==> src/rtl/fifo_stream_reader_if.sv <==
// Handshake bundle for the FIFO stream reader: FIFO pop side plus valid/ready output side.
// The master modport is the reader; the slave modport is the FIFO and downstream sink together.
interface fifo_stream_reader_if #(
    parameter int DATA_W = 8
);
    logic              fifo_empty_i;
    logic [DATA_W-1:0] fifo_data_i;
    logic              pop_o;
    logic              out_valid_o;
    logic              out_ready_i;
    logic [DATA_W-1:0] out_data_o;

    modport master (
        input  fifo_empty_i,
        input  fifo_data_i,
        input  out_ready_i,
        output pop_o,
        output out_valid_o,
        output out_data_o
    );

    modport slave (
        output fifo_empty_i,
        output fifo_data_i,
        output out_ready_i,
        input  pop_o,
        input  out_valid_o,
        input  out_data_o
    );
endinterface

==> src/rtl/fifo_stream_reader.sv <==
// Drains a push/pop FIFO into a registered valid/ready stream through a 2-entry output/skid buffer.
//
// state   | meaning
// S_EMPTY | no words held, out_valid_o low
// S_ONE   | output register holds a word
// S_TWO   | output and skid registers both hold words; skid is the younger word
module fifo_stream_reader #(
    parameter int DATA_W = 8,
    parameter int CNT_W  = 16
) (
    input  logic                 clk,
    input  logic                 reset,
    fifo_stream_reader_if.master bus,
    input  logic                 flush_i,
    output logic                 idle_o,
    output logic [CNT_W-1:0]     count_o
);
    typedef enum logic [1:0] {
        S_EMPTY = 2'd0,
        S_ONE   = 2'd1,
        S_TWO   = 2'd2
    } state_t;

    state_t            r_state;
    state_t            w_state_nxt;
    logic [DATA_W-1:0] r_out_data;
    logic [DATA_W-1:0] w_out_data_nxt;
    logic [DATA_W-1:0] r_skid_data;
    logic [DATA_W-1:0] w_skid_data_nxt;
    logic [CNT_W-1:0]  r_count;
    logic [CNT_W-1:0]  w_count_nxt;
    logic              w_out_valid;
    logic              w_pop;
    logic              w_acc;

    // Pop only looks at registered occupancy, so the FIFO never sees a path from out_ready_i.
    assign w_out_valid = (r_state != S_EMPTY);
    assign w_pop       = !bus.fifo_empty_i && (r_state != S_TWO) && !flush_i && !reset;
    assign w_acc       = w_out_valid && bus.out_ready_i;

    assign bus.pop_o       = w_pop;
    assign bus.out_valid_o = w_out_valid;
    assign bus.out_data_o  = r_out_data;
    assign idle_o          = (r_state == S_EMPTY) && bus.fifo_empty_i;
    assign count_o         = r_count;

    always_ff @(posedge clk or posedge reset) begin
        if (reset) begin
            r_state     <= S_EMPTY;
            r_out_data  <= '0;
            r_skid_data <= '0;
            r_count     <= '0;
        end else begin
            r_state     <= w_state_nxt;
            r_out_data  <= w_out_data_nxt;
            r_skid_data <= w_skid_data_nxt;
            r_count     <= w_count_nxt;
        end
    end

    always_comb begin
        w_state_nxt     = r_state;
        w_out_data_nxt  = r_out_data;
        w_skid_data_nxt = r_skid_data;
        // A word accepted in the flush cycle is still delivered, so it is counted.
        w_count_nxt     = r_count + {{(CNT_W-1){1'b0}}, w_acc};

        if (flush_i) begin
            w_state_nxt     = S_EMPTY;
            w_skid_data_nxt = '0;
        end else begin
            case (r_state)
                S_EMPTY: begin
                    if (w_pop) begin
                        w_out_data_nxt = bus.fifo_data_i;
                        w_state_nxt    = S_ONE;
                    end
                end
                S_ONE: begin
                    if (w_pop && w_acc) begin
                        w_out_data_nxt = bus.fifo_data_i;
                    end else if (w_pop) begin
                        w_skid_data_nxt = bus.fifo_data_i;
                        w_state_nxt     = S_TWO;
                    end else if (w_acc) begin
                        w_state_nxt = S_EMPTY;
                    end
                end
                S_TWO: begin
                    if (w_acc) begin
                        w_out_data_nxt  = r_skid_data;
                        w_skid_data_nxt = '0;
                        w_state_nxt     = S_ONE;
                    end
                end
                default: begin
                    w_state_nxt = S_EMPTY;
                end
            endcase
        end
    end
endmodule

==> src/flat_wrapper.sv <==
// flat-port wrapper written by rule: the top's interface ports become plain ports
module fifo_stream_reader_flat 
#(
    parameter int DATA_W = 8,
    parameter int CNT_W  = 16
)
  (clk, reset, flush_i, idle_o, count_o, bus_fifo_empty_i, bus_fifo_data_i, bus_out_ready_i, bus_pop_o, bus_out_valid_o, bus_out_data_o);
  fifo_stream_reader_if #(.DATA_W(DATA_W)) bus_i ();
  input  logic clk;
  input  logic reset;
  input  logic flush_i;
  output logic idle_o;
  output logic [CNT_W-1:0] count_o;
  input wire logic [$bits(bus_i.fifo_empty_i)-1:0] bus_fifo_empty_i;
  input wire logic [$bits(bus_i.fifo_data_i)-1:0] bus_fifo_data_i;
  input wire logic [$bits(bus_i.out_ready_i)-1:0] bus_out_ready_i;
  output wire logic [$bits(bus_i.pop_o)-1:0] bus_pop_o;
  output wire logic [$bits(bus_i.out_valid_o)-1:0] bus_out_valid_o;
  output wire logic [$bits(bus_i.out_data_o)-1:0] bus_out_data_o;
  assign bus_i.fifo_empty_i = bus_fifo_empty_i;
  assign bus_i.fifo_data_i = bus_fifo_data_i;
  assign bus_i.out_ready_i = bus_out_ready_i;
  assign bus_pop_o = bus_i.pop_o;
  assign bus_out_valid_o = bus_i.out_valid_o;
  assign bus_out_data_o = bus_i.out_data_o;
  fifo_stream_reader #(.DATA_W(DATA_W), .CNT_W(CNT_W)) u_core (.clk(clk), .reset(reset), .bus(bus_i), .flush_i(flush_i), .idle_o(idle_o), .count_o(count_o));
endmodule
==> config.mk <==
export PLATFORM = sky130hd
export DESIGN_NAME = fifo_stream_reader_flat
export DESIGN_NICKNAME = d
export VERILOG_FILES = /design/src/rtl/fifo_stream_reader_if.sv /design/src/rtl/fifo_stream_reader.sv /design/src/flat_wrapper.sv
export SDC_FILE = /design/constraint.sdc
export NUM_CORES = 1
export LEC_CHECK = 0
export BUFFER_PORTS_ARGS = -buffer_cell sky130_fd_sc_hd__buf_4
export CAP_MARGIN = 40
export CORE_AREA = 4 4 78 80
export DETAILED_ROUTE_END_ITERATION = 8
export DIE_AREA = 0 0 82 84
export SYNTH_ARGS = -nofsm -noshare
export SYNTH_HDL_FRONTEND = slang
export SYNTH_SLANG_ARGS = --single-unit
==> constraint.sdc <==
create_clock -name clk -period 2.4 [get_ports clk]
set_input_delay 0.48 -clock clk [delete_from_list [all_inputs] [get_ports clk]]
set_output_delay 0.48 -clock clk [all_outputs]
set_load 0.03 [all_outputs]
==> flow_metrics.tcl <==
set metrics [dict create \
    coreArea_sq_mm 0.005405 \
    die_w_um 82 \
    synth_top_cell_area_share 0.5471 \
    p_int_mw 1.028 \
    drt_iter0_markers 50 \
    ctsHoldBuffers 0 \
    viasPerCell 4.498 \
    grt_overflow 0 \
    drcViolationCount 0 \
    fin_setup_tns_ns 0 \
    cap_viol_max_count 0 \
    cp.arrival_ns 2.20 \
    ant_nets 0 \
    synth-seq-cells 34 \
    skew_ns 0.004121 \
    r2r-start "u_core.r_state[0]" \
    finalHoldViolCount 0 \
    cts-buffers-inserted 5 \
    cp-endpoint "u_core.count_o[12]" \
    peakVddDrop_v 0.0002854 \
    reg2reg_slack_ns 0.36 \
    cts_htree_levels 2 \
    whs_ns 0.3034 \
    die_h_um 84 \
    rsz0062_at_grt "false" \
    antennaDiodeCount 0 \
    startpoint_type "register" \
    area_growth_pct 31.13 \
    die-area_sq_mm 0.006888 \
    yosys_warnings 0 \
    timing.final.crit_share 0.8501 \
    slew-limit-headroom 0.5891 \
    drtPass1Iterations 4 \
    yosysTopAreaCell "dfrtp_1" \
    drive_above_1_share 0.2872 \
    cts_tree "yes" \
    rr_worst_depth 8 \
    num_vias 1201 \
    final_nets 209 \
    slew_viol_final 0 \
    power.switching_uw 499.8 \
    port_buffers 39 \
    path_class "register to register" \
    yosys-top-cells-area "dfrtp_1 (55%), mux2i_1 (5.8%), xnor2_1 (5.1%)" \
    startpoint "u_core.r_state[0]" \
    end_kind "register" \
    antenna_found_initial 0 \
    dpl_cell_area_sq_mm 0.001948 \
    hold_path.class "input pin to asynchronous set/reset pin" \
    rr_endpoint "u_core.count_o[12]" \
    final_area_sq_mm 0.002039 \
    period_needed_ns 2.040 \
    synth.cell_area_sq_mm 0.001555 \
    leakage_nw 0.9416 \
    grt_pass1_vias 1186 \
    drt-total-wl_mm 3.253 \
    dp_hpwl_mm 2.393 \
    cts_setup_buffers 0 \
    switching_share 0.3272 \
    ys_seq_area_frac 0.5471 \
    root_buffer "clkbuf_8" \
    p_total_mw 1.527 \
    start_util 0.2877 \
    clockPowerShare 0.283 \
    clk_latency_ns 0.28 \
    tightest_slew_ns 0.6157 \
    io_pins 40 \
    max_freq_mhz 490.1 \
    required_ns 2.56 \
    grt_pass1_wl_mm 5.451 \
    critPathMaxFanout 7 \
    pwr-share-comb 0.251 \
    clk_pin_slew_ns 0.07 \
    finalWorstSetupSlack_ns 0.3598 \
    synth_cells 147 \
    post_cts_resized 0 \
    synth_cell_types 29 \
    place_congestion 0.7819 \
    p_seq_frac 0.466 \
    row_count 27 \
    p_per_area_mw_per_mm2 748.9 \
    grt_max_degree 20 \
    track_usage 0.1023 \
    pre_cts_ws_ns 0.3784 \
    syn_area_per_cell_sq_um 10.58 \
    run_status "finished, final reports clean" \
    clock-sinks 34 \
    syn-num-nets 162 \
    setup_viol 0 \
    wl_per_cell_um 12.18 \
    clk_path_buf_depth 2 \
]
-- kinds of logic (layout without fill, tap and decap cells) --
logic type | Yosys count | in the layout | synth area share
XOR/XNOR | 14 | 14 | 0.07884
AND/OR/NAND/NOR | 61 | 61 | 0.1883
multiplexers | 9 | 9 | 0.05793
flip-flops | 34 | 34 | 0.5471
buffers and inverters | 6 | 54 | 0.02011
AO/OA/AOI/OAI | 21 | 21 | 0.09172
adder cells (fa/ha/maj) | 2 | 2 | 0.01609
-- per-layer routing --
layer | wire length (um) | track usage | vias to the layer above
met1 | 1476 | 0.1278 | 564
met4 | 18 | 0.03474 | 0
li1 | - | - | 602
met5 | 0 | 0 | -
met2 | 1602 | 0.1624 | 31
met3 | 156 | 0.03456 | 4
-- how the worst min path moves through the flow --
stage,start,to,slack (ns)
3_3_place_gp,u_core.r_skid_data[0],u_core.r_skid_data[0],0.46
2_1_floorplan,u_core.r_skid_data[0],u_core.r_skid_data[0],0.45
6_report,reset,u_core.r_skid_data[2],0.30
3_5_place_dp,u_core.count_o[15],u_core.count_o[15],0.47
5_1_grt,reset,u_core.r_skid_data[0],0.34
4_1_cts,reset,u_core.bus.out_data_o[2],0.32
-- registers in the layout (all words and copies together), names as in the netlist --
register               count
u_core.r_state             2
u_core.count_o            16
u_core.r_skid_data         8
u_core.bus.out_data_o      8
-- synthesized netlist by cell type --
library cell and number:
and4_1 2, or4b_1 1, o22a_1 1, or4_1 1
ha_1 2, nor3_1 3, nand3_1 7, nand4_1 3
and2_1 1, buf_6 1, nand3b_1 1, clkbuf_1 1
mux2i_1 9, xor2_1 5, o21ai_0 8, inv_1 3
and3_1 1, a31oi_4 1, a21oi_1 8, nand2_1 20
nor2b_1 2, buf_2 1, nor4_1 2, a21oi_2 2
xnor2_1 9, or2_2 2, nor2_1 15, dfrtp_1 34
a221oi_2 1
-- critical path, stage by stage (launching register included) --
cell and delay (ns):
dfrtp_1 0.43, or2_2 0.33, and2_1 0.16, ha_1 0.21
ha_1 0.22, and4_1 0.26, nand4_1 0.12, nor2_1 0.06
xor2_1 0.13
-- final cells by class --
cell class	count	area, sq um
inverter	3	11.26
timing repair buffer	43	322.8
multi-input combinational	107	673.1
fill	566	3366
tap	72	90.09
sequential	34	850.8
clock buffer	7	86.33
clock inverter	1	5.005
-- power by group through the flow --
stage | sequential [mW] | clock (mW) | combinational, mW
after floorplan | 0.842 | 0 | 0.106
after global placement | 0.723 | 0 | 0.388
after detailed placement | 0.725 | 0 | 0.389
after CTS | 0.714 | 0.456 | 0.390
after global routing | 0.726 | 0.491 | 0.417
final | 0.712 | 0.433 | 0.383
-- through the flow --
step | std cells | util
detailed placement | 259 | 0.3604
global route | 267 | 0.3773
finish | 267 | 0.3773
floorplan | 147 | -
global placement | 259 | 0.3604
CTS | 267 | 0.3773
-- layout by cell type, fill, tap and decap left out, types with 2 or more instances in the layout --
cell type and n:
buf_4 43, dfrtp_1 34, nand2_1 20, nor2_1 15, mux2i_1 9, xnor2_1 9, o21ai_0 8, a21oi_1 8
nand3_1 7, clkbuf_8 6, xor2_1 5, nor3_1 3, nand4_1 3, inv_1 3, nor2b_1 2, a21oi_2 2
or2_2 2, nor4_1 2, and4_1 2, ha_1 2
No activity file was read; power rests on OpenSTA's default activity.
